===== src/rtl/timer_pkg.sv =====
// Shared types and limits for the mm:ss countdown timer.
package timer_pkg;

    typedef enum logic [2:0] {
        IDLE    = 3'd0,
        SET_SEC = 3'd1,
        SET_MIN = 3'd2,
        PAUSE   = 3'd3,
        RUN     = 3'd4,
        DONE    = 3'd5
    } state_t;

    typedef logic [3:0] bcd_t;

    localparam bcd_t MAX_SEC_TENS = 4'd5;
    localparam bcd_t MAX_DIGIT    = 4'd9;

    function automatic bcd_t clamp_bcd(input bcd_t d, input bcd_t lim);
        return (d > lim) ? lim : d;
    endfunction

endpackage


===== src/rtl/timer_tick_gen.sv =====
// Countdown prescaler: counts 0..TICK_DIV-1 and pulses tick on the last count.
module timer_tick_gen #(
    parameter int unsigned TICK_DIV = 50_000_000
) (
    input  logic clk,
    input  logic reset,
    input  logic clear,
    output logic tick
);

    localparam int unsigned W = (TICK_DIV > 2) ? $clog2(TICK_DIV) : 1;
    localparam logic [W-1:0] CNT_MAX = W'(TICK_DIV - 1);
    localparam logic [W-1:0] CNT_ONE = W'(1);

    logic [W-1:0] count;

    always_ff @(posedge clk) begin
        if (reset || clear) begin
            count <= '0;
        end else if (count == CNT_MAX) begin
            count <= '0;
        end else begin
            count <= count + CNT_ONE;
        end
    end

    // Gated so a count left over from the final RUN cycle never fires outside RUN.
    assign tick = (count == CNT_MAX) && !clear;

endmodule


===== src/rtl/timer_ctrl.sv =====
// mm:ss countdown timer control FSM with button synchronisers and BCD decrement.
// Optional TIMER_RELOAD_EN: DONE + toggle restarts from the last programmed time.
module timer_ctrl
    import timer_pkg::*;
#(
    parameter int unsigned TICK_DIV = 50_000_000
) (
    input  logic        CLOCK_50,
    input  logic        reset,
    input  logic [7:0]  sw,
    input  logic        key_set_n,
    input  logic        key_toggle_n,
    output logic [15:0] bcd_out,
    output logic        running,
    output logic        done,
    output logic [2:0]  state_out,
    output logic        tick
);

    state_t      state, state_next;
    logic [15:0] digits, digits_next, dec_val;
    logic [2:0]  set_sync, tog_sync;
    logic        set_press, tog_press, tick_clear;
    logic [7:0]  sw_sec, sw_min;
`ifdef TIMER_RELOAD_EN
    logic [15:0] reload, reload_next;
`endif

    // [0],[1] synchronise; [2] holds the previous synchronised level for edge detect.
    assign set_press = set_sync[2] & ~set_sync[1];
    assign tog_press = tog_sync[2] & ~tog_sync[1];

    assign sw_sec = {clamp_bcd(sw[7:4], MAX_SEC_TENS), clamp_bcd(sw[3:0], MAX_DIGIT)};
    assign sw_min = {clamp_bcd(sw[7:4], MAX_DIGIT),    clamp_bcd(sw[3:0], MAX_DIGIT)};

    assign tick_clear = (state != RUN);

    timer_tick_gen #(
        .TICK_DIV(TICK_DIV)
    ) u_tick_gen (
        .clk  (CLOCK_50),
        .reset(reset),
        .clear(tick_clear),
        .tick (tick)
    );

    always_comb begin
        dec_val = digits;
        if (digits[3:0] != 4'd0) begin
            dec_val[3:0] = digits[3:0] - 4'd1;
        end else begin
            dec_val[3:0] = MAX_DIGIT;
            if (digits[7:4] != 4'd0) begin
                dec_val[7:4] = digits[7:4] - 4'd1;
            end else begin
                dec_val[7:4] = MAX_SEC_TENS;
                if (digits[11:8] != 4'd0) begin
                    dec_val[11:8] = digits[11:8] - 4'd1;
                end else begin
                    dec_val[11:8]  = MAX_DIGIT;
                    dec_val[15:12] = digits[15:12] - 4'd1;
                end
            end
        end
    end

    always_comb begin
        state_next  = state;
        digits_next = digits;
`ifdef TIMER_RELOAD_EN
        reload_next = reload;
`endif
        case (state)
            IDLE: begin
                if (set_press) begin
                    state_next  = SET_SEC;
                    digits_next = '0;
                end
            end
            SET_SEC: begin
                if (set_press) begin
                    digits_next[7:0] = sw_sec;
                    state_next       = SET_MIN;
                end
            end
            SET_MIN: begin
                if (set_press) begin
                    digits_next[15:8] = sw_min;
                    state_next        = PAUSE;
`ifdef TIMER_RELOAD_EN
                    reload_next = {sw_min, digits[7:0]};
`endif
                end
            end
            PAUSE: begin
                if (tog_press) begin
                    state_next = (digits == '0) ? DONE : RUN;
                end else if (set_press) begin
                    state_next = SET_SEC;
                end
            end
            RUN: begin
                if (tick) begin
                    digits_next = dec_val;
                    if (dec_val == '0) begin
                        state_next = DONE;
                    end else if (tog_press) begin
                        state_next = PAUSE;
                    end
                end else if (tog_press) begin
                    state_next = PAUSE;
                end
            end
            DONE: begin
                if (tog_press) begin
`ifdef TIMER_RELOAD_EN
                    // A zero reload has nothing to count, so it behaves like set.
                    if (reload != '0) begin
                        digits_next = reload;
                        state_next  = RUN;
                    end else begin
                        digits_next = '0;
                        state_next  = IDLE;
                    end
`else
                    digits_next = '0;
                    state_next  = IDLE;
`endif
                end else if (set_press) begin
                    digits_next = '0;
                    state_next  = IDLE;
                end
            end
            default: begin
                digits_next = '0;
                state_next  = IDLE;
            end
        endcase
    end

    always_ff @(posedge CLOCK_50) begin
        if (reset) begin
            state    <= IDLE;
            digits   <= '0;
            set_sync <= '1;
            tog_sync <= '1;
`ifdef TIMER_RELOAD_EN
            reload   <= '0;
`endif
        end else begin
            state    <= state_next;
            digits   <= digits_next;
            set_sync <= {set_sync[1:0], key_set_n};
            tog_sync <= {tog_sync[1:0], key_toggle_n};
`ifdef TIMER_RELOAD_EN
            reload   <= reload_next;
`endif
        end
    end

    always_comb begin
        case (state)
            IDLE, DONE: bcd_out = '0;
            SET_SEC:    bcd_out = {digits[15:8], sw_sec};
            SET_MIN:    bcd_out = {sw_min, digits[7:0]};
            default:    bcd_out = digits;
        endcase
    end

    assign running   = (state == RUN);
    assign done      = (state == DONE);
    assign state_out = state;

endmodule


===== config.mk =====
export PLATFORM = sky130hd
export DESIGN_NAME = timer_ctrl
export DESIGN_NICKNAME = d
export VERILOG_FILES = /design/src/rtl/timer_pkg.sv /design/src/rtl/timer_tick_gen.sv /design/src/rtl/timer_ctrl.sv
export SDC_FILE = /design/constraint.sdc
export NUM_CORES = 1
export LEC_CHECK = 0
export CORE_MARGIN = 10
export CORE_UTILIZATION = 35
export CTS_CLUSTER_DIAMETER = 40
export CTS_CLUSTER_SIZE = 28
export DETAILED_ROUTE_END_ITERATION = 7
export PLACE_DENSITY = 0.56
export SLEW_MARGIN = 10
export SYNTH_ARGS = -nofsm -noshare
export SYNTH_HDL_FRONTEND = slang
export SYNTH_SLANG_ARGS = --single-unit

===== constraint.sdc =====
create_clock -name CLOCK_50 -period 2.3 [get_ports CLOCK_50]
set_input_delay 0.23 -clock CLOCK_50 [delete_from_list [all_inputs] [get_ports CLOCK_50]]
set_output_delay 0.23 -clock CLOCK_50 [all_outputs]
set_load 0.1 [all_outputs]

* Word level (Yosys, flattened, before mapping)
Index checks and enable logic that the tools add are counted.
Operators by class: $add $sub $neg 5, magnitude comparators 3, equal/unequal tests 11, multiplexer cells 28, bitwise operators 6, reductions and logical operators 16
Operators with widths (number):
- one-hot mux 8 bit (5 select lines) | 2
- 2-to-1 mux 16 bit | 3
- one-hot mux 16 bit (3 select lines) | 1
- zero test 16 bit | 2
- 2-to-1 mux 4 bit | 7
- 2-to-1 mux 3 bit | 9
- adder 26 x 1 -> 26 bit (second input constant) | 1
- equality test 26 bit (second input constant) | 1
- 2-to-1 mux 8 bit | 3
- one-hot mux 3 bit (6 select lines) | 1
- subtractor 4 x 1 -> 4 bit (second input constant) | 4
- 2-to-1 mux 12 bit | 1
- nonzero test 4 bit | 3
- AND reduction 3 bit | 3
- > comparator 4 bit (second input constant) | 2
- OR reduction 2 bit | 4
- equality test 3 x 2 -> 1 bit (second input constant) | 2
- equality test 3 bit (second input constant) | 2
- > comparator 4 x 3 -> 1 bit (second input constant) | 1
- inequality test 2 bit (second input constant) | 2
- inverter 1 bit | 4
- equality test 3 x 1 -> 1 bit (second input constant) | 1
- zero test 3 bit | 1
- inequality test 3 x 1 -> 1 bit (second input constant) | 1
- 7 further kinds | 8
Storage, ports and cells: register bits 51, input port bits 12, output and inout port bits 22, logic and storage cells 75

* Logic depth before layout (Yosys ltp)
Gate-level depths: netlist (run 1).
depth after elaboration 8, depth in mapped cells 9, gate-level depth less buffers 6

* Hierarchy
Synthesis (run 1) repeated with hierarchy kept, for this count alone.
Unflattened totals: cells, all modules 392, area total of the unflattened synthesis 3060.4 um^2
Modules (own cells, without submodules):
- timer_ctrl | instances 1, cells an instance 251, area an instance 1843.0 um^2, seq. area each 500.5 um^2
- timer_tick_gen | instances 1, cells an instance 141, area an instance 1217.4 um^2, seq. area each 520.5 um^2

* Worst setup path after synthesis (run 1)
No wires, ideal clock.
path kind reg-to-output, start point register state[2], in the netlist state_out[2], end point output bcd_out[15], data arrival time 5.212 ns, data required time 2.070 ns, setup slack -3.142 ns, cell stages (with the launch flop) 7, buffers on the path 1, cells stage by stage dfxtp_1 clkbuf_1 inv_1 nor3_1 nor2_1 nand2_1 o21ai_0
On the way: cells in the longest elaborated chain, start to end 3, elaborated cells between the ends (all ways) 6, those cells by class eq/ne: 3; mux: 1; reduce/logical: 2
RTL lines:
- from (decl) | RTL line timer_ctrl.sv:20 | state_t state, state_next;
- from (signal assigned) | RTL line timer_ctrl.sv:151 | state <= state_next;
- equality test 3 bit
- named net done | RTL line timer_ctrl.sv:15 | output logic done,
- OR reduction 2 bit | RTL line timer_ctrl.sv:162 | case (state)
- one-hot mux 16 bit (3 select lines) | RTL line timer_ctrl.sv:162
- to (decl) | RTL line timer_ctrl.sv:13 | output logic [15:0] bcd_out,
The timed path passes the listed nets, and every way through them passes these cells.

* Final worst setup path (run 1)
start point register digits[0], end point register state[2], in the netlist state_out[2]
On the way: cells in the longest elaborated chain, start to end 6, elaborated cells between the ends (all ways) 8, those cells by class add/sub: 1; mux: 5; reduce/logical: 2
RTL lines:
- from (decl) | RTL line timer_ctrl.sv:21 | logic [15:0] digits, digits_next, dec_val;
- from (signal assigned) | RTL line timer_ctrl.sv:152 | digits <= digits_next;
- subtractor 4 x 1 -> 4 bit or nonzero test 4 bit (tied branches) | RTL line timer_ctrl.sv:50, timer_ctrl.sv:49
- 2-to-1 mux 4 bit or 2-to-1 mux 12 bit (tied branches) | RTL line timer_ctrl.sv:49 | if (digits[3:0] != 4'd0) begin
- zero test 16 bit (*) | RTL line timer_ctrl.sv:105 | if (dec_val == '0) begin
- 2-to-1 mux 3 bit (*) | RTL line timer_ctrl.sv:105
- 2-to-1 mux 3 bit (*) | RTL line timer_ctrl.sv:103 | if (tick) begin
- one-hot mux 3 bit (6 select lines) (*) | RTL line timer_ctrl.sv:73 | case (state)
Every way passes the cells marked *; elsewhere a longest branch is shown, timed or not. A chain may end at the register's enable or synchronous reset.

==> results of run 1 <==
## layer usage
metal | routed length, um | part of all wire (%) | up-vias | GRT usage [%]
li1 | - | - | 1557 | -
met1 | 4440 | 49 | 1463 | 19.3
met2 | 3900 | 43 | 90 | 20.0
met3 | 597 | 6.6 | 13 | 3.18
met4 | 164 | 1.8 | 0 | 4.79
met5 | 0 | 0 | - | 0
## state kept, by name, summed over array words and instances (netlist names)
register	cells
digits	16
set_sync	3
state_out	3
tog_sync	3
u_tick_gen.count	26
## worst max-delay path: stages (launching register included)
cell	delay, ps
dfxtp_1	320
or4_4	590
or4_4	630
o21a_1	230
o2111ai_2	220
a21oi_1	90
## through the flow
stage / TNS (ps) / instances / cell area [um^2] / utilization [%] / hold WS, ps
finish: 0 / 556 / 4160 / 47.7 / 415
global route: 0 / 556 / 4160 / 47.7 / 430
CTS: 0 / 556 / 4160 / 47.7 / 418
detailed placement: 0 / 548 / 4080 / 46.8 / 395
global placement: 0 / 548 / 4080 / 46.8 / 393
floorplan: -1600 / 402 / 3380 / - / 334
## Yosys cell counts (6+ instances only)
master / count / area share [%]
xnor2_1: 6 / 1.7
nor3_1: 11 / 1.8
nand2_1: 39 / 4.7
dfxtp_1: 51 / 32
o2bb2ai_1: 7 / 1.9
nand4_1: 12 / 2.4
a21o_1: 6 / 1.4
nand3_1: 16 / 2.5
inv_1: 11 / 1.3
clkbuf_1: 15 / 1.8
a21oi_1: 16 / 2.5
xor2_1: 17 / 4.7
nor2_1: 51 / 6.1
o21ai_0: 16 / 2.5
nor4_1: 7 / 1.4
or2_2: 8 / 1.6
nand2b_1: 6 / 1.2
## where the power goes
| group | internal, mW | switching, mW | leakage (nW) |
|---|---|---|---|
| Sequential | 0.885 | 0.00366 | 0.414 |
| Clock | 0.216 | 0.310 | 0.0452 |
| Combinational | 0.0570 | 0.0771 | 1.05 |
| Total | 1.16 | 0.391 | 1.51 |
## worst paths after layout
path                             startpoint            to  cells past startpoint
worst max-delay path              digits[0]  state_out[2]                      5
worst min-delay path            set_sync[0]   set_sync[1]                      1
worst min register to register  set_sync[0]   set_sync[1]                      1
worst max register to register    digits[0]  state_out[2]                      5
## cell type report
class | count | share of cell area [%]
repair buffers | 61 | 17.4
inverters | 12 | 1.08
clock inverters | 2 | 0.331
multi-input cells | 316 | 51.4
flip-flops and latches | 51 | 24.8
clock buffers | 6 | 1.74
well taps | 108 | 3.25
## what timing repair did
action,CTS,global route
endpoints found under the hold margin,0,0
setup endpoints to repair,0,1
hold buffers,0,0
## cells by family after synthesis
logic type               synth area share, %
buffers and inverters                   5.17
multiplexers                           0.318
AND/OR/NAND/NOR                         32.0
AO/OA/AOI/OAI                           22.4
flip-flops                              32.5
adder cells (fa/ha/maj)                 1.19
XOR/XNOR                                6.41
## placed cells by master, fill, tap and decap left out, types with 4 or more instances in the layout
cell type / instances
a211oi_1: 5
a21oi_1: 16
a31oi_1: 5
and2_1: 5
and3_1: 5
and4_1: 4
buf_12: 19
buf_4: 31
clkbuf_8: 5
clkdlybuf4s50_1: 11
dfxtp_1: 48
inv_1: 10
nand2_1: 31
nand2_8: 4
nand2b_1: 6
nand3_1: 16
nand4_1: 12
nor2_1: 50
nor2b_1: 4
nor3_1: 9
nor4_1: 7
o211ai_1: 5
o21a_1: 4
o21ai_0: 13
o22ai_1: 4
o2bb2ai_1: 7
or2_2: 8
xnor2_1: 6
xor2_1: 17
==> metrics.md, run 1 <==
| Metric | Value |
|---|---|
| Hpwl dp | `7040 um` |
| Cell area power density | `372 nW/um^2` |
| Post-synth EDFFs | `0` |
| Total track usage | `13.7%` |
| Fin. max-slew vios | `0` |
| Maximum clock rate | `0.455 GHz` |
| HP Class | `reg2reg` |
| Leak | `1.51 nW` |
| Sink Count | `51` |
| RSZ-0062 raised after global routing | `no` |
| Startpoint types | `flip-flop` |
| Die H | `115 um` |
| Netlist cell types | `63` |
| Final Hold Viols | `0` |
| Ys Warns | `0` |
| Antenna-violating nets left | `0` |
| 1st-pass router iterations | `6` |
| Gr ovfl total | `0` |
| Status | `complete, no violations` |
| Rel. slew slack | `54.7%` |
| Post-synthesis net count | `417` |
| WP data required | `2500 ps` |
| Ports | `34` |
| Final Power | `1.55 mW` |
| Synth Register Bits | `51` |
| Worst-Skew Late Latency | `310 ps` |
| Die width | `115 um` |
| CTS buffer count | `5` |
| # fillers | `874` |
| H-tree levels | `2` |
| CP Capture Type | `flip-flop` |
| Minimum clock period | `2200 ps` |
| Vias per cell | `5.62` |
| First-pass GRT wire length | `15000 um` |
| Maximum clock insertion buffer count | `2` |
| Multi-input gate area | `2140 um^2` |
| Worst slew pin tran | `676 ps` |
| Final nets | `462` |
| Reg-to-reg slack, setup | `100 ps` |
| DIE AREA | `13200 um^2` |
| Synthesized cell area | `3140 um^2` |
| Port Buffers | `33` |
| CTS clk-pin slew, worst paths | `90 ps` |
| Initial Util | `36.1%` |
| Final WL | `9110 um` |
| Initial antenna violation count | `0` |
| Vias | `3123` |
| CP Max Fanout | `8` |
| Reg area | `1030 um^2` |
| CTS tree | `yes` |
| CTS Root Cell | `clkbuf_8` |
| Post-Syn Instances | `402` |
| Initial detailed-routing violation count | `162` |
| Drc violations | `0` |
| Vias in the first global route | `2924` |
| Post-route setup slack | `102 ps` |
| Pre-CTS setup slack | `108 ps` |
| Main synth FF type | `dfxtp_1` |
| Worst Skew | `5.93 ps` |
| Avg WL per Cell | `16.4 um` |
| Max_cap viols | `0` |
| Share of layout cells above drive strength 1 | `22.1%` |
| Cell Rows | `34` |
| WS Path Type | `reg2reg` |
| Finish-stage setup viols | `0` |
| Syn-to-layout area delta | `32.4%` |
| Peak VDD IR | `0.211 mV` |
| Avg Cell Area, Syn | `7.82 um^2` |
| Core Footprint | `8720 um^2` |
| Register area share after synthesis | `32.5%` |
| Largest net degree at the start of global routing | `27` |
| GP Congestion | `0.909` |
| WP data arrival | `2400 ps` |
| Async set-reset flop share out of synthesis | `0%` |
| Diodes inserted | `0` |
| Period Utilization, post-route | `95.6%` |
| Post-cts repair resize count | `0` |
| Post-CTS Setup Repair Bufs | `0` |
(Power assumes the default switching activity.)
==> run 2: changes to the inputs <==
Settings changed: ABC_CLOCK_PERIOD_IN_PS from default to 2300, SETUP_SLACK_MARGIN from default to 0.4.
==> run 2 against run 1 <==
Setup slack better by 76 ps. Clock-buffer cell count up 1. Sequential power about the same. Final cell count up 7.2%. Critical path type unchanged. Largest power group unchanged. Highest routed layer unchanged.
==> metrics.md, run 2 (synthesis results as in run 1) <==
| Metric | Value |
|---|---|
| Sink Count | `51 (unchanged)` |
| Die H | `115 um (unchanged)` |
| CP Capture Type | `flip-flop (unchanged)` |
| Avg WL per Cell | `17.4 um (was 16.4 um)` |
| Diodes inserted | `0 (unchanged)` |
| Buf/Inv on CP | `0 (unchanged)` |
| Initial Util | `36.1% (unchanged)` |
| CP max-delay cell | `or4_4 (unchanged)` |
| H-tree levels | `2 (unchanged)` |
| Most frequent CP cell | `or4_4 (unchanged)` |
| Max reg flops | `26 (unchanged)` |
| Ports | `34 (unchanged)` |
| Placed cell area | `4150 um^2 (was 4080 um^2)` |
| CP Max Fanout | `5 (was 8)` |
| Maximum clock rate | `0.471 GHz (was 0.455 GHz)` |
| Final nets | `502 (was 462)` |
| Hold Crit Depth | `1 (unchanged)` |
| Critical register-to-register path endpoint | `state_out[0] (was state_out[2])` |
| Drc violations | `0 (unchanged)` |
| Final Power | `1.65 mW (was 1.55 mW)` |
| WS Path Type | `reg2reg (unchanged)` |
| Port Buffers | `33 (unchanged)` |
| Vias in the first global route | `3191 (was 2924)` |
| CTS clk-pin slew, worst paths | `90 ps (about the same)` |
| CTS Root Cell | `clkbuf_8 (unchanged)` |
| Syn-to-layout area delta | `60.0% (was 32.4%)` |
| Share of layout cells above drive strength 1 | `41.8% (was 22.1%)` |
| First-pass GRT wire length | `16200 um (was 15000 um)` |
| Cell Rows | `34 (unchanged)` |
| Hold path start | `tog_sync[0] (was set_sync[0])` |
| Maximum clock insertion buffer count | `2 (unchanged)` |
| Core Footprint | `8720 um^2 (unchanged)` |
| Peak VDD IR | `0.250 mV (was 0.211 mV)` |
| Top reg by flops | `u_tick_gen.count (unchanged)` |
| Top flop regs | `u_tick_gen.count: 26 flops, digits: 16 flops (unchanged)` |
| Dpl cells | `548 (unchanged)` |
| Max_cap viols | `0 (unchanged)` |
| CTS buffer count | `5 (unchanged)` |
| WP data required | `2500 ps (about the same)` |
| Gr ovfl total | `0 (unchanged)` |
| Most frequent cells in the layout | `buf_4, dfxtp_1, nand2_1, nor2_1, buf_12 (was nor2_1, dfxtp_1, nand2_1, buf_4, buf_12)` |
| Total track usage | `14.6% (was 13.7%)` |
| Commonest non-fill, non-tap cell in the layout | `buf_4 (was nor2_1)` |
| Final Hold Viols | `0 (unchanged)` |
| Rel. slew slack | `62.0% (was 54.7%)` |
| Reg2reg start | `digits[0] (unchanged)` |
| Critical path cell sequence | `or4_4 > or4_4 > o21a_1 > o2111ai_2 > a21oi_1 (unchanged)` |
| Delay-heaviest family, CP | `simple AND/OR/NAND/NOR gates (unchanged)` |
| HP Class | `reg2reg (unchanged)` |
| DIE AREA | `13200 um^2 (unchanged)` |
| Reg-to-reg slack, setup | `180 ps (was 100 ps)` |
| CP peak stage delay | `570 ps (was 630 ps)` |
| Post-layout util | `57.7% (was 47.7%)` |
| Fin. max-slew vios | `0 (unchanged)` |
| Vias | `3344 (was 3123)` |
| Finish-stage setup viols | `0 (unchanged)` |
| Die width | `115 um (unchanged)` |
| Cell area power density | `328 nW/um^2 (was 372 nW/um^2)` |
| Hpwl dp | `7120 um (was 7040 um)` |
| Period Utilization, post-route | `92.2% (was 95.6%)` |
| Non-filler cells in the finished layout | `596 (was 556)` |
| Leak | `1.85 nW (was 1.51 nW)` |
| 1st-pass router iterations | `4 (was 6)` |
| Worst-Skew Late Latency | `310 ps (about the same)` |
| Hold Path End | `tog_sync[1] (was set_sync[1])` |
| Worst Skew | `8.57 ps (was 5.93 ps)` |
| Status | `complete, no violations (unchanged)` |
| RSZ-0062 raised after global routing | `yes (was no)` |
| Final hold slack | `415 ps (about the same)` |
| WP data arrival | `2320 ps (was 2400 ps)` |
| Initial antenna violation count | `0 (unchanged)` |
| Antenna-violating nets left | `0 (unchanged)` |
| Reg2Reg Depth | `5 (unchanged)` |
| Fin area | `5030 um^2 (was 4160 um^2)` |
| Initial detailed-routing violation count | `235 (was 162)` |
| Startpoint types | `flip-flop (unchanged)` |
| Final WL | `10400 um (was 9110 um)` |
| Worst slew pin tran | `564 ps (was 676 ps)` |
| Largest net degree at the start of global routing | `27 (unchanged)` |
| GP Congestion | `0.886 (was 0.909)` |
| Minimum clock period | `2120 ps (was 2200 ps)` |
| Vias per cell | `5.61 (was 5.62)` |
| CTS tree | `yes (unchanged)` |
==> run 2: cell types whose count changed in the layout (fill, tap and decap cells not counted), sizes merged <==
cell / change
dlymetal6s2s: +1
inv: +1
clkinv: -3
buf: +38
clkdlybuf4s50: -1
clkinvlp: +1
clkbuf: +3
==> run 2: power by group <==
| group | total (mW) | internal, mW | switching, mW | leakage [nW] |
|---|---|---|---|---|
| Sequential | 0.886 | 0.882 | 0.00353 | 0.419 |
| Clock | 0.604 | 0.286 | 0.318 | 0.0540 |
| Combinational | 0.160 | 0.0692 | 0.0911 | 1.38 |
| Total | 1.65 | 1.24 | 0.412 | 1.85 |
==> run 2: layout make-up <==
class	instances	area, um^2
clock buffers	7	97.6
clock inverters	1	8.76
fillers	751	3690
inverters	12	51.3
multi-input cells	316	2570
flip-flops and latches	51	1050
well taps	108	135
repair buffers	101	1120
==> run 2: worst max-delay path by stage <==
stage / slack (ps) / start / cells past startpoint / endpoint
after floorplan: -220 / state_out[1] / 7 / state_out[2]
after global placement: 170 / digits[9] / 5 / state_out[2]
after detailed placement: 160 / digits[9] / 5 / state_out[2]
after CTS: 180 / digits[0] / 5 / state_out[0]
after global routing: 140 / digits[0] / 6 / digits[15]
final: 180 / digits[0] / 5 / state_out[0]
==> run 2: worst reg2reg max path: stages, from the launching register on <==
cell	delay, ps
dfxtp_2	330
or4_4	520
or4_4	570
o21a_1	230
o2111ai_2	250
a21oi_1	120
==> run 2: timing repair <==
item	in CTS	in global routing
cloned	0	3
resized for setup	34	80
setup buffers	26	11
hold buffers	0	0
pin swaps	19	43
endpoints found under the setup margin	62	58
==> run 2: metrics by stage <==
step | setup TNS [ps] | worst slack [ps]
final | 0 | 178
after CTS | 0 | 180
after global routing | 0 | 139
after global placement | 0 | 172
after detailed placement | 0 | 157
after floorplan | -1600 | -217
==> run 2: layer usage <==
metal,vias up,global-route usage (%),wire length (um)
met5,-,0,0
met4,0,4.29,159
met3,16,3.28,708
met2,105,22.5,4790
met1,1584,20.0,4740
li1,1639,-,-
==> run 3: changes to the inputs <==
Settings changed: CORE_UTILIZATION 35 to 40, PLACE_DENSITY 0.56 to 0.62.
==> run 3 against run 2 <==
Clock skew up 1.3 ps. Via count grew 1.1%. Total power is 1.5% lower. First-iteration DRC count fell by 17%. Critical endpoint is now state_out[2].
==> metrics.md, run 3 (synthesis results as in run 1) <==
| Metric | Value |
|---|---|
| Hold path start | `tog_sync[0] (unchanged)` |
| Setup TNS | `0 ps (unchanged)` |
| Post-layout util | `64.3% (was 57.7%)` |
| Status | `complete, no violations (unchanged)` |
| WP data arrival | `2280 ps (was 2320 ps)` |
| Final Power | `1.63 mW (was 1.65 mW)` |
| Max_cap viols | `0 (unchanged)` |
| Vias per cell | `5.80 (was 5.61)` |
| Max reg flops | `26 (unchanged)` |
| Largest net degree at the start of global routing | `27 (unchanged)` |
| Fin. max-slew vios | `0 (unchanged)` |
| Ports | `34 (unchanged)` |
| Final Hold Viols | `0 (unchanged)` |
| DIE AREA | `11800 um^2 (was 13200 um^2)` |
| Diodes inserted | `0 (unchanged)` |
| CP max-delay cell | `or4_4 (unchanged)` |
| Most frequent cells in the layout | `buf_4, dfxtp_1, nand2_1 (was buf_4, dfxtp_1, nand2_1, nor2_1, buf_12)` |
| Die H | `109 um (was 115 um)` |
| Peak VDD IR | `0.243 mV (was 0.250 mV)` |
| Reg2Reg Depth | `5 (unchanged)` |
| Drc violations | `0 (unchanged)` |
| GP Congestion | `0.922 (was 0.886)` |
| Most frequent CP cell | `or4_4 (unchanged)` |
| Maximum clock insertion buffer count | `2 (unchanged)` |
| Pre-CTS setup slack | `176 ps (was 157 ps)` |
| Antenna-violating nets left | `0 (unchanged)` |
| Minimum clock period | `2090 ps (was 2120 ps)` |
| Reg2reg start | `digits[3] (was digits[0])` |
| Hold Crit Depth | `1 (unchanged)` |
| Gr ovfl total | `0 (unchanged)` |
| Hpwl dp | `6960 um (was 7120 um)` |
| Top flop regs | `u_tick_gen.count: 26 flops, digits: 16 flops (unchanged)` |
| Die width | `109 um (was 115 um)` |
| Commonest non-fill, non-tap cell in the layout | `buf_4 (unchanged)` |
| CTS clk-pin slew, worst paths | `90 ps (about the same)` |
| CTS buffer count | `5 (unchanged)` |
| H-tree levels | `2 (unchanged)` |
| Initial detailed-routing violation count | `196 (was 235)` |
| CP peak stage delay | `550 ps (was 570 ps)` |
| Worst Skew | `9.90 ps (was 8.57 ps)` |
| Syn-to-layout area delta | `57.3% (was 60.0%)` |
| Delay-heaviest family, CP | `simple AND/OR/NAND/NOR gates (unchanged)` |
| Cell Rows | `32 (was 34)` |
| Hold Path End | `tog_sync[1] (unchanged)` |
| Final nets | `495 (was 502)` |
| Port Buffers | `33 (unchanged)` |
| CTS Root Cell | `clkbuf_8 (unchanged)` |
| Worst-Skew Late Latency | `300 ps (was 310 ps)` |
| WP data required | `2490 ps (was 2500 ps)` |
| Period Utilization, post-route | `91.1% (was 92.2%)` |
| Hold_buf cts | `0 (unchanged)` |
| RSZ-0062 raised after global routing | `yes (unchanged)` |
| Rel. slew slack | `67.0% (was 62.0%)` |
| Vias | `3381 (was 3344)` |
| Avg WL per Cell | `17.5 um (was 17.4 um)` |
| Critical register-to-register path endpoint | `state_out[2] (was state_out[0])` |
| Final WL | `10200 um (was 10400 um)` |
| # fillers | `638 (was 751)` |
| Share of layout cells above drive strength 1 | `41.6% (was 41.8%)` |
| CTS tree | `yes (unchanged)` |
| HP Class | `reg2reg (unchanged)` |
| Leak | `1.81 nW (was 1.85 nW)` |
| Finish-stage setup viols | `0 (unchanged)` |
| Worst slew pin tran | `491 ps (was 564 ps)` |
| Vias in the first global route | `3141 (was 3191)` |
| Buf/Inv on CP | `0 (unchanged)` |
| 1st-pass router iterations | `5 (was 4)` |
| Total track usage | `16.0% (was 14.6%)` |
| CP Max Fanout | `4 (was 5)` |
| Core Footprint | `7690 um^2 (was 8720 um^2)` |
| Maximum clock rate | `0.477 GHz (was 0.471 GHz)` |
| Reg-to-reg slack, setup | `210 ps (was 180 ps)` |
| Initial Util | `40.9% (was 36.1%)` |
| CP Capture Type | `flip-flop (unchanged)` |
| WS Path Type | `reg2reg (unchanged)` |
| Post-route setup slack | `205 ps (was 178 ps)` |
| Final hold slack | `418 ps (was 415 ps)` |
| First-pass GRT wire length | `15800 um (was 16200 um)` |
| Startpoint types | `flip-flop (unchanged)` |
| Top reg by flops | `u_tick_gen.count (unchanged)` |
| Cell area power density | `329 nW/um^2 (was 328 nW/um^2)` |
| Sink Count | `51 (unchanged)` |
| Critical path cell sequence | `or4_4 > or4_4 > o21a_1 > o2111ai_2 > a21oi_1 (unchanged)` |
| Initial antenna violation count | `0 (unchanged)` |
run 3: changes by cell type in the layout (fill, tap and decap cells not counted), sizes merged:
cell | before | now
buf | 88 | 81
clkbuf | 9 | 10
inv | 12 | 11
run 3: worst reg2reg max path, cell delays in order, from the launching register on:
cell and delay (ps):
dfxtp_1 320, or4_4 550, or4_4 510, o21a_1 250, o2111ai_2 250, a21oi_1 110
run 3: worst max path at each step:
stage                             start                    to  slack, ps  cells after the start
finish                        digits[3]          state_out[2]        210                      5
detailed placement  u_tick_gen.count[0]  u_tick_gen.count[23]        180                      7
global placement              digits[9]          state_out[2]        200                      5
floorplan                  state_out[1]          state_out[2]       -220                      7
CTS                        state_out[1]                  tick        260                      4
global route                  digits[3]          state_out[2]        180                      5
run 3: stage by stage:
step                instances  instance area [um^2]
floorplan                 402                  3490
global placement          540                  4120
detailed placement        540                  4120
CTS                       570                  4520
global route              583                  4950
finish                    583                  4950
run 3: layout make-up:
class	count	area (um^2)	share of cell area, %
clock buffers	8	101	2.05
flip-flops and latches	51	1050	21.2
multi-input cells	316	2570	51.9
well taps	102	128	2.58
repair buffers	94	1050	21.3
inverters	12	48.8	0.987
run 3: what timing repair did:
| item | CTS | global route |
|---|---|---|
| setup buffers | 22 | 10 |
| endpoints found under the hold margin | 0 | 0 |
| cloned | 0 | 3 |
| endpoints found under the setup margin | 61 | 57 |
| resized for setup | 38 | 70 |
| pin swaps | 18 | 42 |
run 3: power breakdown:
group	switching, mW	total [mW]	internal [mW]
clock network	0.295	0.577	0.282
registers	0.00334	0.884	0.881
logic	0.0925	0.164	0.0715
total	0.391	1.63	1.24
run 3: layer usage:
layer  vias up  GRT usage (%)  share of wire [%]
li1       1624              -                  -
met5         -              0                  0
met4         0           3.11                1.4
met1      1641           20.4                 42
met3        15           2.95                5.5
met2       101           27.7                 51
